===== src/rtl/gray_pkg.sv =====
`default_nettype none
// ============================================================================
// Module      : gray_pkg
// Description : Shared types, default sizes and helper functions for the
//               Gray-stream decoder: tracking-FSM state encoding, default
//               code/counter widths, a generic Gray-to-binary conversion and
//               a population count used for Hamming distance.
// Ports       : none (package)
// Revision    : 1.0 - initial release
// ============================================================================
package gray_pkg;

  localparam int unsigned C_WIDTH = 4;
  localparam int unsigned C_ERRW  = 8;

  typedef enum logic [1:0] {
    ST_EMPTY  = 2'd0,
    ST_LOCKED = 2'd1,
    ST_FAULT  = 2'd2
  } state_t;

  // Width-generic Gray-to-binary: bits at or above w are forced to zero.
  // Callers pass a zero-extended code and the live width.
  function automatic logic [31:0] gray2bin(input logic [31:0] g, input int w);
    logic [31:0] b;
    b = '0;
    for (int i = 31; i >= 0; i--) begin
      if (i == w - 1) begin
        b[i] = g[i];
      end else if (i < w - 1) begin
        b[i] = b[i+1] ^ g[i];
      end
    end
    return b;
  endfunction

  // Number of set bits in a zero-extended vector of up to 32 bits.
  function automatic logic [5:0] popcount(input logic [31:0] v);
    logic [5:0] n;
    n = '0;
    for (int i = 0; i < 32; i++) begin
      n = n + {5'd0, v[i]};
    end
    return n;
  endfunction

endpackage : gray_pkg
`default_nettype wire


===== src/rtl/gray2bin_comb.sv =====
`default_nettype none
// ============================================================================
// Module      : gray2bin_comb
// Description : Combinational WIDTH-bit Gray-to-binary converter, the inverse
//               of the upstream binary-to-Gray encoder.
// Ports       : gray  in  WIDTH  Gray-coded value
//               bin   out WIDTH  binary equivalent
// Revision    : 1.0 - initial release
// ============================================================================
module gray2bin_comb #(
  parameter int unsigned WIDTH = 4
) (
  input  logic [WIDTH-1:0] gray,
  output logic [WIDTH-1:0] bin
);

  assign bin[WIDTH-1] = gray[WIDTH-1];

  // Each binary bit is the XOR of all Gray bits at or above it, built as a
  // ripple from the MSB down.
  generate
    for (genvar i = WIDTH - 2; i >= 0; i--) begin : g_bit
      assign bin[i] = bin[i+1] ^ gray[i];
    end
  endgenerate

endmodule : gray2bin_comb
`default_nettype wire


===== src/rtl/gray_stream_decoder.sv =====
`default_nettype none
// ============================================================================
// Module      : gray_stream_decoder
// Description : Two-stage registered decoder for a stream of Gray-coded
//               position samples. Converts each accepted sample to binary,
//               checks it is a single-bit step from the held reference,
//               reports direction / wrap-around / illegal jumps and keeps a
//               saturating error count.
// Ports       : clk        in  1      clock, rising edge
//               rst_n      in  1      asynchronous active-low reset
//               gray_in    in  WIDTH  Gray sample
//               gray_valid in  1      sample strobe
//               bin_out    out WIDTH  binary of last processed sample
//               bin_valid  out 1      pulse per processed sample
//               step       out 1      pulse: legal single-bit step
//               dir        out 1      direction of last legal step (1 = up)
//               wrap       out 1      pulse: legal step crossed max <-> 0
//               step_err   out 1      pulse: Hamming distance > 1
//               err_count  out ERRW   saturating count of step_err events
//               locked     out 1      a valid reference is held
// Revision    : 1.0 - initial release
// ============================================================================
module gray_stream_decoder
  import gray_pkg::*;
#(
  parameter int unsigned WIDTH = C_WIDTH,
  parameter int unsigned ERRW  = C_ERRW
) (
  input  logic             clk,
  input  logic             rst_n,
  input  logic [WIDTH-1:0] gray_in,
  input  logic             gray_valid,
  output logic [WIDTH-1:0] bin_out,
  output logic             bin_valid,
  output logic             step,
  output logic             dir,
  output logic             wrap,
  output logic             step_err,
  output logic [ERRW-1:0]  err_count,
  output logic             locked
);

  localparam logic [WIDTH-1:0] c_max = '1;
  localparam logic [WIDTH-1:0] c_one = WIDTH'(1);

  // Stage 1
  logic [WIDTH-1:0] r_g1;
  logic             r_v1;

  // Stage 2 state and registered outputs
  state_t           r_state;
  logic [WIDTH-1:0] r_ref_g;
  logic [WIDTH-1:0] r_ref_b;
  logic [WIDTH-1:0] r_bin_out;
  logic             r_bin_valid;
  logic             r_step;
  logic             r_dir;
  logic             r_wrap;
  logic             r_step_err;
  logic [ERRW-1:0]  r_err_count;

  logic [WIDTH-1:0] w_bin;
  logic [WIDTH-1:0] w_diff;
  logic [5:0]       w_dist;
  logic             w_up;
  logic             w_wrap;

  gray2bin_comb #(
    .WIDTH(WIDTH)
  ) u_gray2bin (
    .gray(r_g1),
    .bin (w_bin)
  );

  assign w_diff = r_g1 ^ r_ref_g;
  assign w_dist = popcount(32'(w_diff));
  assign w_up   = (w_bin == r_ref_b + c_one);
  assign w_wrap = ((r_ref_b == c_max) && (w_bin == '0)) ||
                  ((r_ref_b == '0) && (w_bin == c_max));

  always_ff @(posedge clk or negedge rst_n) begin
    if (!rst_n) begin
      r_g1        <= '0;
      r_v1        <= 1'b0;
      r_state     <= ST_EMPTY;
      r_ref_g     <= '0;
      r_ref_b     <= '0;
      r_bin_out   <= '0;
      r_bin_valid <= 1'b0;
      r_step      <= 1'b0;
      r_dir       <= 1'b1;
      r_wrap      <= 1'b0;
      r_step_err  <= 1'b0;
      r_err_count <= '0;
    end else begin
      r_g1        <= gray_in;
      r_v1        <= gray_valid;
      r_bin_valid <= 1'b0;
      r_step      <= 1'b0;
      r_wrap      <= 1'b0;
      r_step_err  <= 1'b0;

      if (r_v1) begin
        r_bin_valid <= 1'b1;
        r_bin_out   <= w_bin;
        case (r_state)
          // A fault discards the old reference, so the next sample is a
          // fresh start exactly like the first one after reset.
          ST_EMPTY, ST_FAULT: begin
            r_ref_g <= r_g1;
            r_ref_b <= w_bin;
            r_state <= ST_LOCKED;
          end
          ST_LOCKED: begin
            if (w_dist == 6'd1) begin
              r_step  <= 1'b1;
              r_dir   <= w_up;
              r_wrap  <= w_wrap;
              r_ref_g <= r_g1;
              r_ref_b <= w_bin;
            end else if (w_dist != 6'd0) begin
              r_step_err <= 1'b1;
              if (r_err_count != {ERRW{1'b1}}) begin
                r_err_count <= r_err_count + ERRW'(1);
              end
              r_state <= ST_FAULT;
            end
          end
          default: r_state <= ST_EMPTY;
        endcase
      end
    end
  end

  assign bin_out   = r_bin_out;
  assign bin_valid = r_bin_valid;
  assign step      = r_step;
  assign dir       = r_dir;
  assign wrap      = r_wrap;
  assign step_err  = r_step_err;
  assign err_count = r_err_count;
  assign locked    = (r_state == ST_LOCKED);

endmodule : gray_stream_decoder
`default_nettype wire

===== config.mk =====
export PLATFORM = sky130hd
export DESIGN_NAME = gray_stream_decoder
export DESIGN_NICKNAME = d
export VERILOG_FILES = /design/src/rtl/gray_pkg.sv /design/src/rtl/gray2bin_comb.sv /design/src/rtl/gray_stream_decoder.sv
export SDC_FILE = /design/constraint.sdc
export NUM_CORES = 1
export LEC_CHECK = 0
export BUFFER_PORTS_ARGS = -buffer_cell sky130_fd_sc_hd__buf_2
export CAP_MARGIN = 30
export CORE_ASPECT_RATIO = 0.7
export CORE_MARGIN = 1.5
export CORE_UTILIZATION = 39
export CTS_BUF_LIST = sky130_fd_sc_hd__clkbuf_8 sky130_fd_sc_hd__clkbuf_16
export DETAILED_ROUTE_END_ITERATION = 8
export PLACE_DENSITY = 0.55
export SYNTH_ARGS = -nofsm -noshare
export SYNTH_HDL_FRONTEND = slang
export SYNTH_SLANG_ARGS = --single-unit
export TNS_END_PERCENT = 30

===== constraint.sdc =====
create_clock -name clk -period 5.4 [get_ports clk]
set_input_delay 0.81 -clock clk [delete_from_list [all_inputs] [get_ports clk]]
set_output_delay 0.81 -clock clk [all_outputs]
set_load 0.02 [all_outputs]

==> qor.csv, run 1 <==
stage,metric,value,unit
final_layout,Area growth syn-to-layout,17.2,%
clocking,"Clk Latency, worst-skew pair",0.28,ns
sta,Worst-Margin Slew,0.651,ns
floorplanning,initial core utilization,41.6,%
critical_path,type of origin of the critical path,flop,
sta,Setup Total Neg Slack,0,ns
critical_path,CP max-delay cell,fa_1,
final_layout,fill count,323,
global_route,number of global-route vias before repair,930,
clocking,clock sink count,31,
critical_path,worst endpoint data arrival time,2.92,ns
power,PwrDens,550,nW/um2
route,ANT nets after route,0,
critical_path,worst reg-to-reg path cell count,8,
global_route,GRT overflow,0,
placement,input/output buffers,24,
sta,period utilisation layout,51.1,%
clocking,CTS root buffer,clkbuf_8,
global_route,Total GRT Usage,15.0,%
clocking,CTS Buf Count,5,
floorplanning,num rows,18,
synthesis,Cells after Synth,130,
synthesis,Async SR Flop Fraction,100,%
sta,clock skew,0.00779,ns
critical_path,worst reg2reg endpoint,r_ref_b[2],
sta,minimum clock period after layout,2.76,ns
synthesis,most used flip-flop cell after synthesis,dfrtp_1,
sta,Max Freq,362,MHz
status,status,finished clean,
worst_hold_path,worst hold stages,2,
synthesis,syn nets,146,
synthesis,Cell variety after synth,36,
power,Peak supply drop,0.000220,V
critical_path,Worst EP required,5.56,ns
clocking,Worst-path clk slew,0.06,ns
critical_path,Critical Path End Type,flop,
critical_path,worst r2r src,r_ref_g[3],
global_route,antenna violations before repair,0,
power,LEAKAGE,0.881,nW
synthesis,mean post-synth cell area,11.5,um2
synthesis,"Seq/Total Area, Yosys",52.1,%
flow_run,Max Cap Viol,0,
placement,DP Wirelength,2.04,mm
critical_path,cell chain of the critical path,xor2_2 > fa_1 > ha_1 > ha_1 > nor4b_1 > o21ai_0 > buf_2 > mux2_2,
route,DR WL/cell,12.8,um
synthesis,"flops & latches, synth",31,
floorplanning,Die H,54.7,um
worst_hold_path,Hold WC Path Type,reg -> reg,
clocking,PostCTS Resize Cnt,0,
critical_path,max incr delay on CP,0.45,ns
critical_path,R2R Setup Slk,2.64,ns
final_layout,fin nets,176,
clocking,Max clock buf depth,2,
sta,Slew headroom,56.6,%
critical_path,Crit Path Category,reg -> reg,
global_route,first-pass GRT wire length,4.51,mm
final_layout,n_diodes,0,
sta,Final Hold Fails,0,
route,post-DR vias/cell,4.76,
sta,final setup vio count,0,
floorplanning,Top Ports,25,
route,DRC,0,
synthesis,Syn. warnings,0,
critical_path,"most used cell, CP",ha_1,
floorplanning,Die Span X,76.9,um
sta,Pins Over Slew Limit,0,
synthesis,"EDFF count, synth",0,
final_layout,share of cells above drive strength 1,29.2,%
clocking,CTS tree,yes,
clocking,H-tree levels,2,
route,first drt pass iteration count,4,
final_layout,fin util,48.8,%
clocking,post-CTS setup buffer count,0,
global_route,pin count of the biggest net entering global routing,32,
placement,global placement routability congestion,0.824,
floorplanning,Die ar.,4210,um2
floorplanning,Core ar.,3580,um2
synthesis,Mapped Area,1490,um2
clocking,CTS Hold Bufs,0,
route,final WL,2.70,mm
route,DRT iter0 DRCs,68,
sta,unrepaired setup endpoints after global routing,false,
critical_path,Critical Path Source,r_ref_g[3],
critical_path,worst setup path end,r_ref_b[2],
critical_path,worst-path fanout max,11,
route,routed vias,1005,
-- flip-flops by register name, indices dropped and copies added (netlist names), 2 cells and up --
name       cells
bin_out        4
r_ref_g        4
err_count      8
r_g1           4
r_state        2
r_ref_b        3
-- per-stage QoR --
stage / area [um2] / std cells / power [mW] / hold WS, ns / setup WS, ns
floorplan: 1490 / 130 / 0.684 / 0.374 / 2.89
CTS: 1750 / 211 / 0.971 / 0.472 / 2.67
finish: 1750 / 211 / 0.961 / 0.470 / 2.64
global route: 1750 / 211 / 1.04 / 0.503 / 2.55
detailed placement: 1660 / 203 / 0.797 / 0.463 / 2.70
global placement: 1660 / 202 / 0.775 / 0.462 / 2.34
-- logic make-up after synthesis --
group	after synthesis	synth area share, %
simple gates	40	15.4
flops	31	52.1
compound gates	16	6.21
buf+inv	14	4.11
xor+xnor	10	6.38
mux	10	7.72
fa+ha+maj	9	8.06
-- routing by layer --
| metal | routed length [um] | GRT usage [%] | vias to the layer above | share of wire (%) |
|---|---|---|---|---|
| met5 | 0 | 0 | - | 0 |
| met4 | 58 | 8.33 | 0 | 2.1 |
| met3 | 133 | 5.50 | 10 | 4.9 |
| met2 | 1060 | 20.5 | 27 | 39 |
| met1 | 1450 | 20.6 | 468 | 54 |
| li1 | - | - | 500 | - |
-- cells in the mapped netlist (2+ instances only) --
cell type | instances | area share [%]
nand4_1 | 2 | 0.84
o21a_1 | 2 | 1.0
ha_1 | 8 | 6.7
xor2_1 | 8 | 4.7
nor2_1 | 6 | 1.5
mux2_1 | 2 | 1.5
nand2_1 | 11 | 2.8
o21ai_0 | 8 | 2.7
dfrtp_1 | 30 | 50
mux2_2 | 6 | 4.5
and3_1 | 4 | 1.7
a21oi_1 | 3 | 1.0
nor3_1 | 3 | 1.0
nand2b_1 | 2 | 0.84
inv_1 | 11 | 2.8
nand3_1 | 3 | 1.0
nor3_2 | 2 | 1.3
-- power breakdown --
| part | internal (mW) | leakage (nW) | switching, mW |
|---|---|---|---|
| Sequential | 0.301 | 0.379 | 0.0667 |
| Combinational | 0.186 | 0.456 | 0.238 |
| Clock | 0.0879 | 0.0453 | 0.0821 |
| Total | 0.575 | 0.881 | 0.386 |
-- worst min path at each step --
stage | startpoint | to | slack (ns)
floorplan | r_v1 | bin_valid | 0.37
global placement | dir | dir | 0.46
detailed placement | dir | dir | 0.46
CTS | dir | dir | 0.47
global route | dir | dir | 0.50
finish | dir | dir | 0.47
-- worst max-delay path: cells and delay by family (launching register included) --
kind	cells	cell delay [ns]
adders and majority gates	3	0.97
DFF	1	0.44
buffers and inverters	1	0.22
xor gates and xnor gates	1	0.25
and+or+nand+nor	1	0.32
muxes	1	0.28
AOI/OAI and AO/OA	1	0.15
-- final cells by class --
class / instances / area, um2 / area share [%]
clock buffer: 5 / 68.8 / 3.94
clock inverter: 3 / 16.3 / 0.931
inverter: 12 / 45.0 / 2.58
multi-input combinational: 85 / 652 / 37.3
sequential: 31 / 777 / 44.5
tap: 50 / 62.6 / 3.58
timing repair buffer: 25 / 125 / 7.16
-- cells in the final DEF (no fill, tap or decap) --
master / Yosys / routed
nand2_1: 11 / 11
xor2_1: 8 / 8
xor2_2: 1 / 1
clkbuf_8: 0 / 5
nor3_1: 3 / 3
nor2_1: 6 / 6
a31oi_1: 1 / 1
clkinvlp_4: 0 / 1
mux2_4: 1 / 1
a21oi_1: 3 / 3
dfstp_2: 1 / 1
and3_1: 4 / 4
nor3b_1: 1 / 1
ha_1: 8 / 8
inv_2: 1 / 1
inv_1: 11 / 12
mux2_2: 6 / 6
o31ai_1: 1 / 1
mux2i_1: 1 / 1
or3_1: 1 / 1
o311ai_0: 1 / 1
o21ai_0: 8 / 8
nand3b_4: 1 / 1
dfrtp_1: 30 / 30
nand2b_1: 2 / 2
nor3_2: 2 / 2
nand4_1: 2 / 2
o21a_1: 2 / 2
nand3_1: 3 / 3
xnor2_1: 1 / 1
mux2_1: 2 / 2
nor2_2: 1 / 1
clkinv_2: 0 / 1
or2_4: 1 / 1
buf_2: 1 / 25
fa_1: 1 / 1
nand3b_1: 1 / 1
nor4b_1: 1 / 1
Note: power is estimated with default switching activity, not from simulation.
==> run 2, diff against run 1 <==
--- a/config.mk
+++ b/config.mk
@@ -12,7 +12,7 @@
 export CORE_UTILIZATION = 39
 export CTS_BUF_LIST = sky130_fd_sc_hd__clkbuf_8 sky130_fd_sc_hd__clkbuf_16
 export DETAILED_ROUTE_END_ITERATION = 8
-export PLACE_DENSITY = 0.55
+export PLACE_DENSITY = 0.57
 export SYNTH_ARGS = -nofsm -noshare
 export SYNTH_HDL_FRONTEND = slang
 export SYNTH_SLANG_ARGS = --single-unit
==> constraint.sdc (replaced) <==
create_clock -name clk -period 2.3 [get_ports clk]
set_input_delay 0.345 -clock clk [delete_from_list [all_inputs] [get_ports clk]]
set_output_delay 0.345 -clock clk [all_outputs]
set_load 0.02 [all_outputs]
==> run 2 against run 1 <==
  * Sequential share of layout area fell by 4.3 points
  * The run now ends with negative setup slack left
  * Register-to-register slack got worse by 2.8 ns
  * Worst hold slack got worse by 0.37 ns
  * Utilization rose by 5.2 points
  * Critical path type unchanged
  * Setup slack got worse by 2.8 ns
  * Sequential power rose by 130%
  * Power rose to 2.8 times the previous value
  * Via count rose by 4.9%
  * Non-clock buffer count rose by 12
  * Clock power rose to 2.7 times the previous value
==> qor.csv, run 2 (synthesis results as in run 1) <==
stage,metric,value,unit
floorplanning,Top Ports,25,
critical_path,type of origin of the critical path,flop,
critical_path,Critical Path End Type,flop,
sta,Final Hold Fails,0,
clocking,CTS Buf Count,5,
sta,final setup vio count,14,
critical_path,worst-path fanout max,5,
floorplanning,num rows,18,
status,status,"complete, but fails checks",
flow_run,Max Cap Viol,0,
power,LEAKAGE,0.982,nW
floorplanning,Die ar.,4210,um2
clocking,CTS root buffer,clkbuf_8,
placement,DP Wirelength,2.19,mm
route,ANT nets after route,0,
clocking,clock sink count,31,
global_route,GRT overflow,0,
sta,Setup Total Neg Slack,-0.862,ns
global_route,antenna violations before repair,0,
clocking,Worst-path clk slew,0.06,ns
final_layout,fin nets,188,
route,final WL,2.85,mm
critical_path,Worst EP required,2.47,ns
worst_hold_path,Hold WC Path Type,in -> async,
route,DRC,0,
power,switching power,1.01,mW
critical_path,Crit Path Category,reg -> reg,
sta,Max Freq,408,MHz
floorplanning,Core ar.,3580,um2
global_route,Total GRT Usage,15.5,%
sta,Slew headroom,55.9,%
power,Sequential Power Share,32.1,%
critical_path,worst r2r src,r_ref_g[1],
power,switch share,38.2,%
power,Peak supply drop,0.000601,V
critical_path,worst reg2reg endpoint,err_count[6],
sta,period utilisation layout,106,%
global_route,pin count of the biggest net entering global routing,32,
global_route,first-pass GRT wire length,4.66,mm
power,final total power,2.65,mW
final_layout,"commonest non-fill, non-tap cell in the layout",dfrtp_1,
final_layout,most frequent cells in the layout,"dfrtp_1, buf_2, buf_4, inv_1, nand2_1",
floorplanning,initial core utilization,41.6,%
clocking,"Clk Latency, worst-skew pair",0.28,ns
final_layout,n_diodes,0,
route,first drt pass iteration count,4,
clocking,CTS tree,yes,
global_route,number of global-route vias before repair,978,
power,PwrDens,1370,nW/um2
sta,Hold Slack,0.0989,ns
sta,unrepaired setup endpoints after global routing,true,
sta,Pins Over Slew Limit,0,
critical_path,worst reg-to-reg path cell count,8,
status,failing checks,negative setup slack,
placement,"Cell Area, Placed",1770,um2
placement,global placement routability congestion,0.866,
clocking,H-tree levels,2,
final_layout,max reg flops,8,
floorplanning,Die Span X,76.9,um
final_layout,Area growth syn-to-layout,29.6,%
sta,Worst-Margin Slew,0.661,ns
final_layout,share of cells above drive strength 1,39.9,%
placement,input/output buffers,24,
sta,clock skew,0.00901,ns
critical_path,worst endpoint data arrival time,2.62,ns
clocking,Max clock buf depth,2,
route,post-DR vias/cell,4.73,
critical_path,R2R Setup Slk,-0.15,ns
power,clock share of power,17.2,%
sta,minimum clock period after layout,2.45,ns
floorplanning,Die H,54.7,um
sta,Final Worst Setup Slack,-0.149,ns
route,routed vias,1054,
clocking,CTS Hold Bufs,0,
power,Int Pwr,1.64,mW
final_layout,final instance area,1930,um2
route,DR WL/cell,12.8,um
route,DRT iter0 DRCs,52,
power,Comb pwr share,50.6,%
==> run 2: cell count changes in the layout (fill, tap and decap cells not counted), sizes merged <==
cell      before  now
clkinvlp       1    0
clkinv         1    0
clkbuf         5    7
buf           25   37
==> run 2: cell type report <==
cell class,instances,area (um2)
repair buffers,37,218
multi-input cells,85,729
flip-flops and latches,31,777
well taps,50,62.6
clock inverters,1,3.75
inverters,12,45.0
clock buffers,7,96.3
fillers,319,1650
==> run 2: per-stage QoR <==
stage	std cells	util [%]	setup WS, ns
floorplan	130	-	-0.103
global placement	213	49.5	-0.141
detailed placement	213	49.5	-0.243
CTS	222	53.2	-0.147
global route	223	53.9	-0.217
finish	223	53.9	-0.149
==> run 2: worst max-delay path by stage <==
stage	cells past startpoint	slack, ns	end	startpoint
2_1_floorplan	8	-0.10	err_count[6]	r_g1[3]
3_3_place_gp	8	-0.14	r_ref_g[3]	r_ref_g[0]
3_5_place_dp	7	-0.24	r_ref_g[1]	r_g1[3]
4_1_cts	8	-0.15	err_count[6]	r_ref_g[1]
5_1_grt	8	-0.22	err_count[6]	r_ref_g[1]
6_report	8	-0.15	err_count[6]	r_ref_g[1]
==> run 2: critical path, cell delays in order (launching register included) <==
cell,delay [ns]
dfrtp_1,0.41
xor2_2,0.19
fa_1,0.47
ha_2,0.20
ha_4,0.28
nor2_2,0.06
or2_4,0.27
nor3_4,0.13
mux2_4,0.32
==> run 2: layer usage <==
layer  part of all wire (%)  up-vias  wire length (um)  global-route usage, %
li1                       -      521                 -                      -
met1                     51      496              1450                   20.7
met2                     42       30              1190                   22.7
met3                    5.5        7               156                   5.00
met4                    2.0        0                58                   8.33
met5                      0        -                 0                      0
==> run 2: power by group through the flow <==
stage / clock network [mW] / logic, mW / registers, mW
after detailed placement: 0 / 1.22 / 0.855
after floorplan: 0 / 0.786 / 0.920
after CTS: 0.472 / 1.30 / 0.845
final: 0.456 / 1.34 / 0.851
after global placement: 0 / 1.19 / 0.851
after global routing: 0.503 / 1.48 / 0.872
==> run 2: timing repair <==
item	4_1_cts	5_1_grt
endpoints found under the setup margin	15	16
pin swaps	5	1
setup buffers	1	1
resized for setup	7	3
==> run 3, diff against run 2 <==
--- a/config.mk
+++ b/config.mk
@@ -5,6 +5,7 @@
 export SDC_FILE = /design/constraint.sdc
 export NUM_CORES = 1
 export LEC_CHECK = 0
+export ABC_AREA = 1
 export BUFFER_PORTS_ARGS = -buffer_cell sky130_fd_sc_hd__buf_2
 export CAP_MARGIN = 30
 export CORE_ASPECT_RATIO = 0.7
@@ -12,7 +13,7 @@
 export CORE_UTILIZATION = 39
 export CTS_BUF_LIST = sky130_fd_sc_hd__clkbuf_8 sky130_fd_sc_hd__clkbuf_16
 export DETAILED_ROUTE_END_ITERATION = 8
-export PLACE_DENSITY = 0.57
+export PLACE_DENSITY = 0.56
 export SYNTH_ARGS = -nofsm -noshare
 export SYNTH_HDL_FRONTEND = slang
 export SYNTH_SLANG_ARGS = --single-unit
==> run 3 against run 2 <==
  * The run now ends clean
  * Clock-buffer cell count is 1 lower
  * Register-to-register slack improved by 0.21 ns
  * Die area is 10% higher
  * Maximum frequency up 9.1%
  * Cell area rose by 6.7%
  * Combinational power grew 22%
  * Routed wire length is 19% higher
  * Sequential share of layout area fell by 2.5 points
  * Via count rose by 23%
  * Synthesized cell count increased by 51%
  * Critical endpoint is now r_ref_b[0]
  * Largest cell class is now multi-input gates
  * Largest power group unchanged
==> qor.csv, run 3 <==
stage,metric,value,unit
status,status,finished clean,
critical_path,worst-path fanout max,8,
power,Comb pwr share,53.7,%
synthesis,simple-gate share of the synthesized area,28.4,%
clocking,Worst-path clk slew,0.07,ns
floorplanning,initial core utilization,41.3,%
synthesis,"flops & latches, synth",31,
clocking,"Clk Latency, worst-skew pair",0.29,ns
synthesis,most frequent cells after synthesis,"nand2_1, dfrtp_1, inv_1",
synthesis,mux contribution to synthesized area,0,%
final_layout,max reg flops,8,
final_layout,n_diodes,0,
synthesis,post-synth top area share,45.5,%
global_route,Total GRT Usage,17.2,%
synthesis,syn nets,212,
final_layout,Area growth syn-to-layout,24.9,%
synthesis,"EDFF count, synth",0,
floorplanning,num rows,19,
critical_path,worst endpoint data arrival time,2.42,ns
floorplanning,Top Ports,25,
synthesis,largest family of logic cells by synthesized area,simple AND/OR/NAND/NOR gates,
critical_path,type of origin of the critical path,flop,
clocking,H-tree levels,2,
sta,period utilisation layout,97.6,%
clocking,CTS tree,yes,
sta,minimum clock period after layout,2.24,ns
synthesis,Synth Area in XOR/XNOR,3.18,%
placement,input/output buffers,24,
placement,"Cell Area, Placed",1870,um2
synthesis,most area-hungry cell type in the Yosys netlist,dfrtp_1,
critical_path,Critical Path End Type,flop,
route,first drt pass iteration count,4,
sta,clock skew,0.00528,ns
clocking,clock sink count,31,
sta,Worst-Margin Slew,0.703,ns
global_route,number of global-route vias before repair,1163,
global_route,pin count of the biggest net entering global routing,32,
synthesis,most used flip-flop cell after synthesis,dfrtp_1,
power,PwrDens,1470,nW/um2
synthesis,Adder-Cell Fraction of Synth Area,7.28,%
clocking,Max clock buf depth,2,
sta,Pins Over Slew Limit,0,
final_layout,fin nets,250,
clocking,CTS root buffer,clkbuf_8,
sta,final setup vio count,0,
placement,DP Wirelength,2.48,mm
floorplanning,Die Span X,80.8,um
sta,Final Hold Fails,0,
sta,Slew headroom,53.1,%
power,clock share of power,18.4,%
global_route,antenna violations before repair,0,
power,switch share,43.7,%
power,Peak supply drop,0.000744,V
power,LEAKAGE,1.12,nW
placement,placed cells,277,
final_layout,final instance area,2060,um2
final_layout,most frequent cells in the layout,"nand2_1, dfrtp_1, buf_2, inv_1, nor2_1",
synthesis,Cells after Synth,196,
power,final total power,3.03,mW
synthesis,Mapped Area,1650,um2
global_route,first-pass GRT wire length,5.76,mm
synthesis,top-count cell post-synth,nand2_1,
synthesis,"Seq/Total Area, Yosys",47.1,%
final_layout,fin util,51.6,%
power,Int Pwr,1.71,mW
critical_path,Worst EP required,2.48,ns
route,ANT nets after route,0,
route,DR WL/cell,11.8,um
global_route,GRT overflow,0,
floorplanning,Die H,57.4,um
final_layout,share of cells above drive strength 1,31.5,%
flow_run,Max Cap Viol,0,
sta,Hold Slack,0.0996,ns
synthesis,largest cells by area after synthesis,"dfrtp_1, nand2_1, ha_1",
critical_path,worst reg-to-reg path cell count,11,
power,switching power,1.32,mW
floorplanning,Die ar.,4640,um2
route,post-DR vias/cell,4.53,
synthesis,Compound-Gate Fraction of Synth Area,7.05,%
synthesis,Cell variety after synth,22,
clocking,CTS Buf Count,5,
worst_hold_path,Hold WC Path Type,in -> async,
route,final WL,3.40,mm
final_layout,final instance count without filler cells,287,
synthesis,mean post-synth cell area,8.42,um2
power,Sequential Power Share,27.8,%
route,DRC,0,
synthesis,Syn. warnings,0,
final_layout,"commonest non-fill, non-tap cell in the layout",nand2_1,
critical_path,Crit Path Category,reg -> reg,
synthesis,Async SR Flop Fraction,100,%
clocking,CTS Hold Bufs,0,
route,routed vias,1299,
sta,Max Freq,446,MHz
sta,unrepaired setup endpoints after global routing,true,
route,DRT iter0 DRCs,48,
floorplanning,Core ar.,3990,um2
placement,global placement routability congestion,0.896,
==> run 3: area by class of cell <==
type,count,area [um2]
Inverter,28,110
Clock inverter,2,35.0
Tap cell,52,65.1
Fill cell,406,1930
Multi-Input combinational cell,136,805
Timing Repair Buffer,32,188
Sequential cell,31,777
Clock buffer,6,82.6
==> run 3: cell families after synthesis <==
kind of cell    after synthesis
buf+inv                      29
xor+xnor                      6
compound gates               18
fa+ha+maj                     9
simple gates                103
flops                        31
==> run 3: path summary, 6_finish.rpt <==
check                            from    endpoint  slack (ns)
max                           r_g1[0]  r_ref_b[0]        0.06
max reg2reg                   r_g1[0]  r_ref_b[0]        0.06
max in group asynchronous       rst_n   bin_valid        1.75
min reg2reg                       dir         dir        0.48
min                             rst_n  bin_out[2]         0.1
min in group clk           gray_in[0]     r_g1[0]        0.16
==> run 3: stage by stage <==
step                      setup slack [ns]  setup TNS, ns
after floorplan                    0.00188              0
after detailed placement           -0.0851         -0.566
after CTS                          0.00820              0
after global routing               -0.0866         -0.955
after global placement             -0.0586         -0.381
final                               0.0558              0
==> run 3: power by group through the flow <==
stage	combinational [mW]	clock (mW)	sequential [mW]
5_1_grt	1.84	0.606	0.873
2_1_floorplan	0.955	0	0.909
3_5_place_dp	1.36	0	0.845
4_1_cts	1.51	0.577	0.837
6_report	1.63	0.559	0.844
3_3_place_gp	1.35	0	0.843
==> run 3: what timing repair did <==
item,CTS,global route
resized for setup,6,12
endpoints found under the setup margin,14,17
pin swaps,0,13
setup buffers,1,1
==> run 3: worst max-delay path, stage by stage, from the launching register on <==
cell and delay [ns]:
dfrtp_1 0.41, xor2_2 0.20, fa_1 0.55, ha_2 0.19, ha_4 0.21, inv_4 0.06
nand3_4 0.09, nand2_2 0.08, nand3_2 0.08, buf_6 0.16, nand2_1 0.07, o21ai_2 0.05
==> run 3: routing by layer <==
metal / GRT usage, % / vias up / wire, um
met5: 0 / - / 0
met4: 8.87 / 0 / 72
met3: 5.44 / 8 / 185
met2: 21.2 / 30 / 1310
met1: 26.2 / 579 / 1830
li1: - / 682 / -
